$ cat src/rtl/prescaled_counter_pkg.sv
// Shared definitions for the prescaled counter: counting-mode encoding.
package prescaled_counter_pkg;

    typedef enum logic [1:0] {
        MODE_FREE    = 2'd0,
        MODE_RELOAD  = 2'd1,
        MODE_ONESHOT = 2'd2,
        MODE_DOWN    = 2'd3
    } mode_t;

endpackage

$ cat src/rtl/prescaled_counter_led_stretcher.sv
// Retriggerable pulse stretcher: holds led high for LED_STRETCH cycles after
// each trigger. With LED_STRETCH=0, led is a registered copy of trigger.
module led_stretcher #(
    parameter int LED_STRETCH = 16
) (
    input  logic system_clock_in,
    input  logic system_reset_n,
    input  logic trigger,
    output logic led
);

    logic led_q;

    if (LED_STRETCH == 0) begin : g_mirror
        always_ff @(posedge system_clock_in or negedge system_reset_n) begin
            if (!system_reset_n) begin
                led_q <= 1'b0;
            end else begin
                led_q <= trigger;
            end
        end
    end else begin : g_stretch
        localparam int SW = (LED_STRETCH > 2) ? $clog2(LED_STRETCH) : 1;
        logic [SW-1:0] cnt_q;

        // The trigger cycle itself counts as the first lit cycle, hence LED_STRETCH-1.
        always_ff @(posedge system_clock_in or negedge system_reset_n) begin
            if (!system_reset_n) begin
                cnt_q <= '0;
                led_q <= 1'b0;
            end else if (trigger) begin
                cnt_q <= SW'(LED_STRETCH - 1);
                led_q <= 1'b1;
            end else if (cnt_q != '0) begin
                cnt_q <= cnt_q - 1'b1;
                led_q <= 1'b1;
            end else begin
                led_q <= 1'b0;
            end
        end
    end

    assign led = led_q;

endmodule

$ cat src/rtl/prescaled_counter.sv
// Prescaled general-purpose counter with four counting modes, a registered
// terminal-count pulse and a stretched LED indication.
module prescaled_counter
    import prescaled_counter_pkg::*;
#(
    parameter int WIDTH          = 8,
    parameter int PRESCALE_WIDTH = 8,
    parameter int LED_STRETCH    = 16
) (
    input  logic                      system_clock_in,
    input  logic                      system_reset_n,
    input  logic                      enable,
    input  logic                      clear,
    input  logic                      load,
    input  logic [WIDTH-1:0]          load_value,
    input  logic [WIDTH-1:0]          terminal,
    input  logic [PRESCALE_WIDTH-1:0] prescale,
    input  logic [1:0]                mode,
    output logic [WIDTH-1:0]          counter,
    output logic                      terminal_count,
    output logic                      running,
    output logic                      led
);

    logic [WIDTH-1:0]          counter_q, counter_d;
    logic [PRESCALE_WIDTH-1:0] presc_q, presc_d;
    logic                      done_q, done_d;
    logic                      tc_q, tc_d;
    logic                      tick;
    mode_t                     mode_s;

    assign mode_s  = mode_t'(mode);
    assign running = enable && !done_q;
    assign tick    = running && (presc_q == prescale);

    always_comb begin
        counter_d = counter_q;
        presc_d   = presc_q;
        done_d    = done_q;
        tc_d      = 1'b0;
        if (clear) begin
            counter_d = '0;
            presc_d   = '0;
            done_d    = 1'b0;
        end else if (load) begin
            counter_d = load_value;
            presc_d   = '0;
            done_d    = 1'b0;
        end else begin
            if (running) begin
                presc_d = tick ? '0 : presc_q + 1'b1;
            end
            if (tick) begin
                unique case (mode_s)
                    MODE_FREE: begin
                        counter_d = counter_q + 1'b1;
                        tc_d      = (counter_q == '1);
                    end
                    MODE_RELOAD: begin
                        // >= so a counter left above terminal recovers in one tick
                        if (counter_q >= terminal) begin
                            counter_d = '0;
                            tc_d      = 1'b1;
                        end else begin
                            counter_d = counter_q + 1'b1;
                        end
                    end
                    MODE_ONESHOT: begin
                        if (counter_q >= terminal) begin
                            done_d = 1'b1;
                            tc_d   = 1'b1;
                        end else begin
                            counter_d = counter_q + 1'b1;
                        end
                    end
                    MODE_DOWN: begin
                        if (counter_q == '0) begin
                            counter_d = terminal;
                            tc_d      = 1'b1;
                        end else begin
                            counter_d = counter_q - 1'b1;
                        end
                    end
                    default: ;
                endcase
            end
        end
    end

    always_ff @(posedge system_clock_in or negedge system_reset_n) begin
        if (!system_reset_n) begin
            counter_q <= '0;
            presc_q   <= '0;
            done_q    <= 1'b0;
            tc_q      <= 1'b0;
        end else begin
            counter_q <= counter_d;
            presc_q   <= presc_d;
            done_q    <= done_d;
            tc_q      <= tc_d;
        end
    end

    // Stretcher is fed the next-state pulse so led rises together with terminal_count.
    led_stretcher #(
        .LED_STRETCH(LED_STRETCH)
    ) u_led_stretcher (
        .system_clock_in(system_clock_in),
        .system_reset_n (system_reset_n),
        .trigger        (tc_d),
        .led            (led)
    );

    assign counter        = counter_q;
    assign terminal_count = tc_q;

endmodule

$ cat config.mk
export PLATFORM = sky130hd
export DESIGN_NAME = prescaled_counter
export DESIGN_NICKNAME = d
export VERILOG_FILES = /design/src/rtl/prescaled_counter_pkg.sv /design/src/rtl/prescaled_counter_led_stretcher.sv /design/src/rtl/prescaled_counter.sv
export SDC_FILE = /design/constraint.sdc
export NUM_CORES = 1
export LEC_CHECK = 0
export CAP_MARGIN = 5
export CORE_ASPECT_RATIO = 0.5
export CORE_MARGIN = 5
export CORE_UTILIZATION = 50
export CTS_CLUSTER_DIAMETER = 200
export CTS_CLUSTER_SIZE = 12
export DETAILED_ROUTE_END_ITERATION = 10
export GPL_TIMING_DRIVEN = 0
export PLACE_DENSITY_LB_ADDON = 0.25
export SLEW_MARGIN = 25
export SYNTH_ARGS = -nofsm -noshare
export SYNTH_HDL_FRONTEND = slang
export SYNTH_HIERARCHICAL = 1
export SYNTH_SLANG_ARGS = --single-unit
$ cat constraint.sdc
create_clock -name system_clock_in -period 2.6 [get_ports system_clock_in]
set_clock_uncertainty 0.1 [all_clocks]
set_input_delay 0.26 -clock system_clock_in [delete_from_list [all_inputs] [get_ports system_clock_in]]
set_output_delay 0.26 -clock system_clock_in [all_outputs]
set_load 0.02 [all_outputs]
==> results of run 1 <==
## cell type report
cell class	count	area, um2
Fill cell	338	1260
Clock buffer	3	41.3
Timing Repair Buffer	45	438
Inverter	20	75.1
Clock inverter	1	5.00
Buffer	9	65.1
Sequential cell	23	579
Tap cell	54	67.6
Multi-Input combinational cell	181	1360
## critical path: cells and delay by family (launching register included)
kind	cells	cell delay (ns)
AO/OA/AOI/OAI	4	1.11
flip-flops	1	0.50
AND/OR/NAND/NOR	2	0.29
adder cells (fa/ha/maj)	1	0.37
## per-stage QoR
stage	hold slack, ns	setup WS (ns)
2_1_floorplan	-0.136	0.114
3_3_place_gp	0.387	-0.298
3_5_place_dp	0.173	-0.381
4_1_cts	0.409	0.00104
5_1_grt	0.457	-0.00317
6_report	0.387	0.121
## logic make-up after synthesis
logic type / Yosys count
and+or+nand+nor: 82
AOI/OAI and AO/OA: 53
buffers and inverters: 29
xor gates and xnor gates: 24
DFF: 23
adders and majority gates: 18
muxes: 4
## flip-flops by register name, summed over array words and instances, names as in the netlist
register,flops
counter,8
presc_q,8
u_led_stretcher/g_stretch.cnt_q,4
done_q,1
terminal_count,1
u_led_stretcher/led,1
## cells in the final DEF, fill, tap and decap left out, types with 9 or more instances in the layout
cell type | netlist | final
nor2_1 | 21 | 21
ha_1 | 18 | 18
o21ai_0 | 11 | 10
a21oi_1 | 9 | 9
nand2_1 | 16 | 16
xnor2_1 | 12 | 12
dfrtp_1 | 23 | 20
inv_1 | 20 | 19
clkdlybuf4s50_1 | 0 | 40
nand3_1 | 9 | 9
xor2_1 | 12 | 12
## metal layers
| layer | GRT usage [%] | vias up | wire, um |
|---|---|---|---|
| li1 | - | 920 | - |
| met1 | 23.2 | 900 | 2130 |
| met2 | 34.9 | 67 | 2510 |
| met3 | 3.94 | 6 | 383 |
| met4 | 5.22 | 0 | 53 |
| met5 | 0 | - | 0 |
## what timing repair did
| action | in CTS | in global routing |
|---|---|---|
| endpoints found under the setup margin | 13 | 14 |
| pin swaps | 0 | 2 |
| setup buffers | 0 | 3 |
| endpoints found under the hold margin | 23 | 0 |
| hold buffers | 1 | 0 |
| cloned | 0 | 0 |
| gates resized for setup | 5 | 16 |
## power by group
part,internal (mW),leakage [nW],switching [mW],total [mW]
clock,0.107,0.0255,0.122,0.230
combinational,0.281,0.811,0.262,0.543
sequential,0.410,0.297,0.0701,0.480
## path summary, 6_finish.rpt
check / startpoint / endpoint / slack, ns / depth (start not counted)
min: system_reset_n / counter[3]$_DFFE_PN0P_ / 0.39 / 2
max reg2reg: counter[7]$_DFFE_PN0P_ / counter[1]$_DFFE_PN0P_ / 0.12 / 7
max: counter[7]$_DFFE_PN0P_ / counter[1]$_DFFE_PN0P_ / 0.12 / 7
min in group system_clock_in: presc_q[7]$_DFFE_PN0P_ / presc_q[7]$_DFFE_PN0P_ / 0.47 / 2
max in group asynchronous: system_reset_n / counter[7]$_DFFE_PN0P_ / 1.63 / 2
min reg2reg: presc_q[7]$_DFFE_PN0P_ / presc_q[7]$_DFFE_PN0P_ / 0.47 / 2
==> impl_table.tex, run 1 <==
\begin{tabular}{lr}
\hline
Metric & Value \\
\hline
\multicolumn{2}{l}{\textbf{Clock network}} \\
\quad Register clock-pin slew on the reported worst setup and hold paths & 0.09 ns \\
\quad Skew-Pair Late Insertion Delay & 0.27 ns \\
\quad Clock root buffer & clkbuf\_8 \\
\quad Clock Sink Count & 23 \\
\quad Clk buf depth & 2 \\
\quad Total clock buffers created by CTS & 3 \\
\quad CTS tree & done \\
\quad H-tree depth & 1 \\
\multicolumn{2}{l}{\textbf{Global routing}} \\
\quad Overall Global Routing Usage & 19.0\% \\
\quad Wire length of the first global-routing pass & 8200 um \\
\quad Via count of the first global-routing pass & 1806 \\
\quad Total gr overflow & 0 \\
\quad Initial antenna violation count & 0 \\
\quad Pin count of the biggest net entering global routing & 24 \\
\multicolumn{2}{l}{\textbf{Synth}} \\
\quad Cell types occupying the most area after synthesis & dfrtp\_1 (29\%), ha\_1 (11\%), xnor2\_1 (5.2\%) \\
\quad Multiplexer area fraction after synthesis & 2.00\% \\
\quad Most used standard cells in the synthesized netlist & dfrtp\_1 (23), nor2\_1 (21), inv\_1 (20), ha\_1 (18), nand2\_1 (16) \\
\quad Mean Syn Cell Area & 8.60 um2 \\
\quad Most common cell in the netlist & dfrtp\_1 \\
\quad Adder-cell share of the synthesized area & 11.2\% \\
\quad Synthesized area & 2000 um2 \\
\quad Number of enable flip-flop cells after synthesis & 0 \\
\quad Post-synthesis register bit count & 23 \\
\quad Parity-gate share of the synthesized area counting xor and xnor cells & 10.5\% \\
\quad Synthesis Warnings & 6 \\
\quad Netlist cell types & 45 \\
\quad Compound-gate portion of the synthesized area & 19.4\% \\
\quad Sequential area share after synthesis & 28.7\% \\
\quad Area fraction in and, or, nand and nor cells after synthesis & 21.6\% \\
\quad Leading register cell type out of synthesis & dfrtp\_1 \\
\quad Library cell occupying the most area in the post-synthesis netlist & dfrtp\_1 \\
\quad Main combinational cell family by area after synthesis & simple AND/OR/NAND/NOR gates \\
\quad Syn Nets & 282 \\
\quad Number of instances in the synthesized netlist & 233 \\
\quad FFs w/ async S/R, synth & 100\% \\
\quad Area share of the largest cell type after synthesis & 28.7\% \\
\multicolumn{2}{l}{\textbf{Timing}} \\
\quad Fin. Hold Viols & 0 \\
\quad Relative max-transition margin & 65.2\% \\
\quad Final period util & 95.3\% \\
\quad Number of setup violations in the final report & 0 \\
\quad Pin slew with the least headroom to its limit & 0.522 ns \\
\quad Total negative slack & 0 ns \\
\quad Number of max-slew violations in the final report & 0 \\
\quad Min Tclk post-route & 2.48 ns \\
\quad Maximum clock rate & 403 MHz \\
\multicolumn{2}{l}{\textbf{Cells and area}} \\
\quad Utilization of the core after routing & 67.6\% \\
\quad Proportion of layout cells with a drive suffix above 1 & 11.7\% \\
\quad Final non-filler cell total & 336 \\
\quad Area of all placed cells without fillers & 2630 um2 \\
\quad Number of nets in the layout & 332 \\
\quad Area added between synthesis and finish & 31.0\% \\
\quad Number of diodes & 0 \\
\multicolumn{2}{l}{\textbf{Status}} \\
\quad Status & completed \\
\multicolumn{2}{l}{\textbf{Floorplanning}} \\
\quad Starting Density & 51.6\% \\
\quad Core box area & 3880 um2 \\
\quad Die area & 5450 um2 \\
\quad Number of primary I/O pins & 42 \\
\quad Die Width & 99.5 um \\
\quad Die H & 54.8 um \\
\quad Cell Rows & 16 \\
\multicolumn{2}{l}{\textbf{Placement}} \\
\quad Cell Area, Placed & 2480 um2 \\
\quad HPWL reported at the end of detailed placement & 3790 um \\
\quad Final weighted congestion in routability-driven placement & 0.844 \\
\quad Number of placed instances, taps included & 328 \\
\quad Number of port buffers & 41 \\
\multicolumn{2}{l}{\textbf{Critical path}} \\
\quad Arrival @ worst endpoint & 2.54 ns \\
\quad Startpoint types & flip-flop \\
\quad Endpoint kind of the worst setup timing path & flip-flop \\
\quad Series of cell instances along the critical path & ha\_1, nand2\_1, nor2\_1, o21ai\_2, a31oi\_2, o21ai\_0, a32o\_1 \\
\quad Worst path required time & 2.66 ns \\
\quad Crit-path slowest cell & dfrtp\_2 \\
\quad Critical path type & flip-flop to flip-flop \\
\quad Largest fanout of any net on the critical path & 8 \\
\quad Delay of the slowest cell on the worst path & 0.50 ns \\
\multicolumn{2}{l}{\textbf{Routing}} \\
\quad First-pass iteration count of the detailed router & 4 \\
\quad Initial drt markers & 127 \\
\quad DRC violation count after routing & 0 \\
\quad Count of nets left with antenna violations after detail routing & 0 \\
\quad Avg WL per Cell & 15.1 um \\
\quad Vias after detailed routing & 1893 \\
\quad Vias per cell & 5.63 \\
\quad Aggregate routed wire length & 5080 um \\
\multicolumn{2}{l}{\textbf{Min path}} \\
\quad Type of the worst min-delay path & input port to asynchronous set/reset pin \\
\multicolumn{2}{l}{\textbf{Power and ir drop}} \\
\quad Worst vdd ir & 0.262 mV \\
\quad Pleak & 1.13 nW \\
\quad Total power & 1.25 mW \\
\quad Power per standard cell area & 477 nW/um2 \\
\multicolumn{2}{l}{\textbf{Flow run}} \\
\quad Total of max-cap violations & 0 \\
\hline
\end{tabular}
No activity file was read; power rests on OpenSTA's default activity.
==> inputs of run 2 (changes only) <==
==> constraint.sdc (replaced) <==
create_clock -name system_clock_in -period 2.6 [get_ports system_clock_in]
set_clock_uncertainty 0.1 [all_clocks]
set_input_delay 0.26 -clock system_clock_in [delete_from_list [all_inputs] [get_ports system_clock_in]]
set_output_delay 0.26 -clock system_clock_in [all_outputs]
set_load 0.1 [all_outputs]
==> impl_table.tex, run 2 (same netlist as run 1, synthesis figures left out) <==
\begin{tabular}{lr}
\hline
Metric & Value \\
\hline
\multicolumn{2}{l}{\textbf{Timing}} \\
\quad Maximum clock rate & 402 MHz (-0.38\%) \\
\quad Min Tclk post-route & 2.49 ns (+0.00942 ns) \\
\quad Number of setup violations in the final report & 0 (unchanged) \\
\quad Relative max-transition margin & 34.9\% (-30 points) \\
\quad Unrepaired setup endpoints after global routing & true \\
\quad Number of max-slew violations in the final report & 0 (unchanged) \\
\quad Pin slew with the least headroom to its limit & 0.973 ns (+0.452 ns) \\
\quad Fin. Hold Viols & 0 (unchanged) \\
\quad Final period util & 95.7\% (+0.36 points) \\
\multicolumn{2}{l}{\textbf{Global routing}} \\
\quad Total gr overflow & 0 (unchanged) \\
\quad Via count of the first global-routing pass & 1781 (-1.4\%) \\
\quad Pin count of the biggest net entering global routing & 24 (unchanged) \\
\quad Overall Global Routing Usage & 19.4\% (+0.44 points) \\
\quad Initial antenna violation count & 0 (unchanged) \\
\quad Wire length of the first global-routing pass & 8220 um (+0.16\%) \\
\multicolumn{2}{l}{\textbf{Routing}} \\
\quad Routed met1 length & 2280 um (+6.9\%) \\
\quad Avg WL per Cell & 15.3 um (+1.3\%) \\
\quad First-pass iteration count of the detailed router & 4 (unchanged) \\
\quad Aggregate routed wire length & 5110 um (+0.65\%) \\
\quad Vias after detailed routing & 1869 (-1.3\%) \\
\quad Vias per cell & 5.60 (-0.68\%) \\
\quad Count of nets left with antenna violations after detail routing & 0 (unchanged) \\
\quad Top layer used by detailed routing & met4 \\
\quad Initial drt markers & 154 (+21\%) \\
\quad DRC violation count after routing & 0 (unchanged) \\
\quad Total met3 wirelength after detailed routing & 318 um (-17\%) \\
\quad Routed length on met2 & 2470 um (-1.6\%) \\
\multicolumn{2}{l}{\textbf{Power and ir drop}} \\
\quad Clock share of power & 17.2\% (-1.1 points) \\
\quad Net Sw Power & 573 uW (+26\%) \\
\quad Power per standard cell area & 526 nW/um2 (+10\%) \\
\quad Sw frac & 41.8\% (+5.6 points) \\
\quad Total internal power & 797 uW (-0.25\%) \\
\quad Total power & 1.37 mW (+9.3\%) \\
\quad Power share of the combinational group & 47.7\% (+4.4 points) \\
\quad Pleak & 1.12 nW (-1.6\%) \\
\quad Worst vdd ir & 0.239 mV (-8.6\%) \\
\quad Relative contribution of sequential cells to total power & 35.1\% (-3.2 points) \\
\multicolumn{2}{l}{\textbf{Critical path}} \\
\quad Critical path launch point & counter[0]\$\_DFFE\_PN0P\_ \\
\quad Largest fanout of any net on the critical path & 9 (+1) \\
\quad Arrival @ worst endpoint & 2.55 ns (about the same) \\
\quad Worst path required time & 2.66 ns (about the same) \\
\quad Endpoint kind of the worst setup timing path & flip-flop \\
\quad Critical path type & flip-flop to flip-flop \\
\quad Cells on worst reg2reg path & 9 (+2) \\
\quad Startpoint types & flip-flop \\
\quad Worst reg2reg endpoint & u\_led\_stretcher/g\_stretch.cnt\_q[3]\$\_DFFE\_PN0P\_ \\
\quad Worst-case register-to-register setup slack & 0.11 ns (about the same) \\
\quad CP endpoint & u\_led\_stretcher/g\_stretch.cnt\_q[3]\$\_DFFE\_PN0P\_ \\
\quad Reg-to-reg startpoint & counter[0]\$\_DFFE\_PN0P\_ \\
\multicolumn{2}{l}{\textbf{Cells and area}} \\
\quad Fillers & 332 (-1.8\%) \\
\quad Utilization of the core after routing & 67.1\% (-0.55 points) \\
\quad Area of all placed cells without fillers & 2610 um2 (-0.81\%) \\
\quad Leading cell type in the layout, fill and taps excluded & clkdlybuf4s50\_1 \\
\quad Number of nets in the layout & 330 (-0.60\%) \\
\quad Final non-filler cell total & 334 (-0.60\%) \\
\quad Total area of sequential cells & 588 um2 (+1.5\%) \\
\quad Number of diodes & 0 (unchanged) \\
\quad Commonest non-fill, non-tap cells in the layout & clkdlybuf4s50\_1 (39), nor2\_1 (21), inv\_1 (20), ha\_1 (18), nand2\_1 (16) \\
\quad Area added between synthesis and finish & 30.0\% \\
\quad Area of combinational cells with multiple inputs & 1340 um2 (-1.0\%) \\
\quad Proportion of layout cells with a drive suffix above 1 & 12.1\% (+0.44 points) \\
\multicolumn{2}{l}{\textbf{Placement}} \\
\quad Number of placed instances, taps included & 328 (unchanged) \\
\quad Number of port buffers & 41 (unchanged) \\
\quad Final weighted congestion in routability-driven placement & 0.924 (+9.5\%) \\
\quad HPWL reported at the end of detailed placement & 3870 um (+2.3\%) \\
\quad Cell Area, Placed & 2490 um2 (+0.71\%) \\
\multicolumn{2}{l}{\textbf{Clock network}} \\
\quad CTS tree & done \\
\quad H-tree depth & 1 (unchanged) \\
\quad Clk buf depth & 2 (unchanged) \\
\quad Skew-Pair Late Insertion Delay & 0.28 ns (about the same) \\
\quad Clock root buffer & clkbuf\_8 \\
\quad Register clock-pin slew on the reported worst setup and hold paths & 0.09 ns (about the same) \\
\quad Clock Sink Count & 23 (unchanged) \\
\quad Total clock buffers created by CTS & 3 (unchanged) \\
\multicolumn{2}{l}{\textbf{Floorplanning}} \\
\quad Starting Density & 51.6\% (unchanged) \\
\quad Die area & 5450 um2 (unchanged) \\
\quad Cell Rows & 16 (unchanged) \\
\quad Core box area & 3880 um2 (unchanged) \\
\quad Number of primary I/O pins & 42 (unchanged) \\
\quad Die Width & 99.5 um (unchanged) \\
\quad Die H & 54.8 um (unchanged) \\
\multicolumn{2}{l}{\textbf{Flow run}} \\
\quad Total of max-cap violations & 0 (unchanged) \\
\multicolumn{2}{l}{\textbf{Min path}} \\
\quad Type of the worst min-delay path & input port to asynchronous set/reset pin \\
\multicolumn{2}{l}{\textbf{Status}} \\
\quad Status & completed \\
\hline
\end{tabular}
run 2: worst min path at each step:
stage / from / to / slack, ns / cells after the start
2_1_floorplan: system_reset_n / counter[1]$_DFFE_PN0P_ / -0.14 / 0
3_3_place_gp: done_q$_DFFE_PN0P_ / done_q$_DFFE_PN0P_ / 0.38 / 2
3_5_place_dp: system_reset_n / presc_q[3]$_DFFE_PN0P_ / 0.17 / 1
4_1_cts: system_reset_n / counter[0]$_DFFE_PN0P_ / 0.41 / 2
5_1_grt: done_q$_DFFE_PN0P_ / done_q$_DFFE_PN0P_ / 0.44 / 2
6_report: system_reset_n / done_q$_DFFE_PN0P_ / 0.39 / 2
run 2: timing repair:
item                                    4_1_cts  5_1_grt
hold endpoints to repair                     23        0
resized for setup                             4       10
endpoints found under the setup margin       13       12
pin swaps                                     0        3
hold buffers                                  1        0
buffers inserted                              0        1
run 2: worst max-delay path, cell delays in order, from the launching register on:
cell and delay (ns):
dfrtp_4 0.54, inv_1 0.14, ha_1 0.25, a31oi_1 0.14, nor2b_1 0.10, o21ai_2 0.21, nand2_1 0.08, a221oi_1 0.40
nor3_2 0.16, a211o_1 0.25
run 2: power groups by stage:
stage,clock network [mW],registers [mW],logic [mW]
after floorplan,0,0.601,0.334
after global placement,0,0.481,0.607
after detailed placement,0,0.486,0.629
after CTS,0.241,0.480,0.634
after global routing,0.259,0.489,0.709
final,0.236,0.481,0.653
run 2: per-layer routing:
| metal | vias up | global-route usage (%) |
|---|---|---|
| li1 | 916 | - |
| met1 | 885 | 24.6 |
| met2 | 62 | 33.7 |
| met3 | 6 | 5.09 |
| met4 | 0 | 5.22 |
| met5 | - | 0 |
run 2: stage by stage:
| stage | setup TNS, ns | setup slack [ns] | hold WS, ns |
|---|---|---|---|
| after floorplan | 0 | 0.0119 | -0.136 |
| after global placement | -2.92 | -0.319 | 0.385 |
| after detailed placement | -3.79 | -0.388 | 0.171 |
| after CTS | 0 | 0.0248 | 0.406 |
| after global routing | -0.0119 | -0.0119 | 0.441 |
| final | 0 | 0.112 | 0.388 |
run 2: final cells by class:
type	count	area share, %
flip-flops and latches	23	22.6
repair buffers	43	16.2
multi-input cells	181	51.5
clock inverters	1	0.192
clock buffers	3	1.59
inverters	20	2.88
well taps	54	2.59
plain buffers	9	2.50
==> inputs of run 3 (changes only) <==
--- a/config.mk
+++ b/config.mk
@@ -14,6 +14,7 @@
 export DETAILED_ROUTE_END_ITERATION = 10
 export GPL_TIMING_DRIVEN = 0
 export PLACE_DENSITY_LB_ADDON = 0.25
+export SKIP_CTS_REPAIR_TIMING = 1
 export SLEW_MARGIN = 25
 export SYNTH_ARGS = -nofsm -noshare
 export SYNTH_HDL_FRONTEND = slang
==> impl_table.tex, run 3 (same netlist as run 1, synthesis figures left out) <==
\begin{tabular}{lr}
\hline
Metric & Value \\
\hline
\multicolumn{2}{l}{\textbf{Status}} \\
\quad Status & completed \\
\multicolumn{2}{l}{\textbf{Floorplanning}} \\
\quad Die area & 5450 um2 (unchanged) \\
\quad Number of primary I/O pins & 42 (unchanged) \\
\quad Starting Density & 51.6\% (unchanged) \\
\quad Core box area & 3880 um2 (unchanged) \\
\quad Die H & 54.8 um (unchanged) \\
\quad Cell Rows & 16 (unchanged) \\
\quad Die Width & 99.5 um (unchanged) \\
\multicolumn{2}{l}{\textbf{Critical path}} \\
\quad Critical path type & input port to flip-flop \\
\quad Arrival @ worst endpoint & 2.52 ns (-0.03 ns) \\
\quad Reg-to-reg startpoint & counter[0]\$\_DFFE\_PN0P\_ \\
\quad Endpoint kind of the worst setup timing path & flip-flop \\
\quad Largest fanout of any net on the critical path & 8 (-1) \\
\quad Worst-case register-to-register setup slack & 0.14 ns (+0.02 ns) \\
\quad Cells on worst reg2reg path & 9 (unchanged) \\
\quad Worst path required time & 2.66 ns (about the same) \\
\quad Worst reg2reg endpoint & counter[6]\$\_DFFE\_PN0P\_ \\
\quad Startpoint types & input port \\
\multicolumn{2}{l}{\textbf{Clock network}} \\
\quad CTS tree & done \\
\quad Clk buf depth & 2 (unchanged) \\
\quad Total clock buffers created by CTS & 3 (unchanged) \\
\quad Clock root buffer & clkbuf\_8 \\
\quad Register clock-pin slew on the reported worst setup and hold paths & 0.09 ns (about the same) \\
\quad Skew-Pair Late Insertion Delay & 0.28 ns (about the same) \\
\quad H-tree depth & 1 (unchanged) \\
\quad Clock Sink Count & 23 (unchanged) \\
\multicolumn{2}{l}{\textbf{Placement}} \\
\quad Pre-CTS worst setup slack & -0.388 ns (unchanged) \\
\quad HPWL reported at the end of detailed placement & 3870 um (unchanged) \\
\quad Final weighted congestion in routability-driven placement & 0.924 (unchanged) \\
\quad Cell Area, Placed & 2490 um2 (unchanged) \\
\quad Number of port buffers & 41 (unchanged) \\
\quad Number of placed instances, taps included & 328 (unchanged) \\
\multicolumn{2}{l}{\textbf{Timing}} \\
\quad Final period util & 94.7\% (-0.96 points) \\
\quad Number of max-slew violations in the final report & 0 (unchanged) \\
\quad Maximum clock rate & 406 MHz (+1.0\%) \\
\quad Unrepaired setup endpoints after global routing & false \\
\quad Setup slack after layout & 0.137 ns (+0.0249 ns) \\
\quad Number of setup violations in the final report & 0 (unchanged) \\
\quad Pin slew with the least headroom to its limit & 0.972 ns (-0.00125 ns) \\
\quad Fin. Hold Viols & 0 (unchanged) \\
\quad Relative max-transition margin & 35.0\% (+0.084 points) \\
\quad Total negative slack & 0 ns (unchanged) \\
\quad Min Tclk post-route & 2.46 ns (-0.0249 ns) \\
\multicolumn{2}{l}{\textbf{Power and ir drop}} \\
\quad Power per standard cell area & 523 nW/um2 (-0.57\%) \\
\quad Pleak & 1.14 nW (+2.0\%) \\
\quad Worst vdd ir & 0.245 mV (+2.6\%) \\
\multicolumn{2}{l}{\textbf{Routing}} \\
\quad Initial drt markers & 143 (-7.1\%) \\
\quad Aggregate routed wire length & 5090 um (-0.51\%) \\
\quad Vias after detailed routing & 1883 (+0.75\%) \\
\quad Count of nets left with antenna violations after detail routing & 0 (unchanged) \\
\quad Avg WL per Cell & 15.1 um (-1.1\%) \\
\quad DRC violation count after routing & 0 (unchanged) \\
\quad Vias per cell & 5.60 (+0.15\%) \\
\quad First-pass iteration count of the detailed router & 4 (unchanged) \\
\multicolumn{2}{l}{\textbf{Cells and area}} \\
\quad Fillers & 320 (-3.6\%) \\
\quad Total area of sequential cells & 588 um2 (unchanged) \\
\quad Number of diodes & 0 (unchanged) \\
\quad Utilization of the core after routing & 67.8\% (+0.74 points) \\
\quad Commonest non-fill, non-tap cells in the layout & clkdlybuf4s50\_1 (39), nor2\_1 (21), inv\_1 (20), ha\_1 (18), nand2\_1 (16) \\
\quad Leading cell type in the layout, fill and taps excluded & clkdlybuf4s50\_1 \\
\quad Number of nets in the layout & 332 (+0.61\%) \\
\quad Area of combinational cells with multiple inputs & 1350 um2 (+0.47\%) \\
\quad Area of all placed cells without fillers & 2630 um2 (+1.1\%) \\
\quad Area added between synthesis and finish & 31.4\% \\
\quad Final non-filler cell total & 336 (+0.60\%) \\
\quad Proportion of layout cells with a drive suffix above 1 & 13.1\% (+0.98 points) \\
\multicolumn{2}{l}{\textbf{Global routing}} \\
\quad Overall Global Routing Usage & 19.1\% (-0.31 points) \\
\quad Via count of the first global-routing pass & 1746 (-2.0\%) \\
\quad Pin count of the biggest net entering global routing & 24 (unchanged) \\
\quad Total gr overflow & 0 (unchanged) \\
\quad Initial antenna violation count & 0 (unchanged) \\
\quad Wire length of the first global-routing pass & 8090 um (-1.5\%) \\
\multicolumn{2}{l}{\textbf{Min path}} \\
\quad Type of the worst min-delay path & input port to asynchronous set/reset pin \\
\multicolumn{2}{l}{\textbf{Flow run}} \\
\quad Total of max-cap violations & 0 (unchanged) \\
\hline
\end{tabular}
-- run 3: cell types whose count changed in the layout (fill, tap and decap cells not counted), sizes merged --
| cell | previous run | this run |
|---|---|---|
| buf | 9 | 11 |
| dlymetal6s2s | 0 | 1 |
| dlygate4sd2 | 1 | 0 |
-- run 3: power breakdown --
part,switching (mW),internal [mW]
clock,0.128,0.107
combinational,0.379,0.282
sequential,0.0682,0.412
-- run 3: routing by layer --
layer / vias up / global-route usage, % / part of all wire [%]
met2: 59 / 33.1 / 48
met3: 8 / 4.83 / 6.7
met1: 895 / 24.5 / 45
met4: 0 / 4.54 / 1.2
met5: - / 0 / 0
li1: 921 / - / -
-- run 3: worst max-delay path: stages --
cell	delay, ns
clkdlybuf4s50_1	0.48
inv_1	0.05
ha_1	0.31
a21oi_1	0.13
nor2_1	0.09
a211oi_4	0.31
a211oi_1	0.16
or2_1	0.25
buf_6	0.15
a221o_1	0.34
-- run 3: worst max-delay path by stage --
stage                     cells past startpoint  slack [ns]              startpoint                                        endpoint
after floorplan                               8        0.01  counter[1]$_DFFE_PN0P_                          counter[2]$_DFFE_PN0P_
after global routing                          9       0.006  counter[3]$_DFFE_PN0P_  u_led_stretcher/g_stretch.cnt_q[1]$_DFFE_PN0P_
after global placement                        9       -0.32             terminal[2]                          counter[5]$_DFFE_PN0P_
final                                        10        0.14             terminal[5]                          counter[6]$_DFFE_PN0P_
after CTS                                     8       -0.19  counter[0]$_DFFE_PN0P_                          counter[5]$_DFFE_PN0P_
after detailed placement                      9       -0.39             terminal[2]                          counter[4]$_DFFE_PN0P_
-- run 3: area by class of cell --
type / count / share of cell area [%]
multi-input cells: 181 / 51.2
flip-flops and latches: 23 / 22.3
repair buffers: 45 / 16.7
inverters: 20 / 2.85
plain buffers: 9 / 2.61
well taps: 54 / 2.57
clock buffers: 3 / 1.57
clock inverters: 1 / 0.190
-- run 3: through the flow --
stage	hold WS, ns	total power [mW]
floorplan	-0.136	0.935
global placement	0.385	1.09
detailed placement	0.171	1.12
CTS	-0.135	1.35
global route	0.441	1.47
finish	0.390	1.38
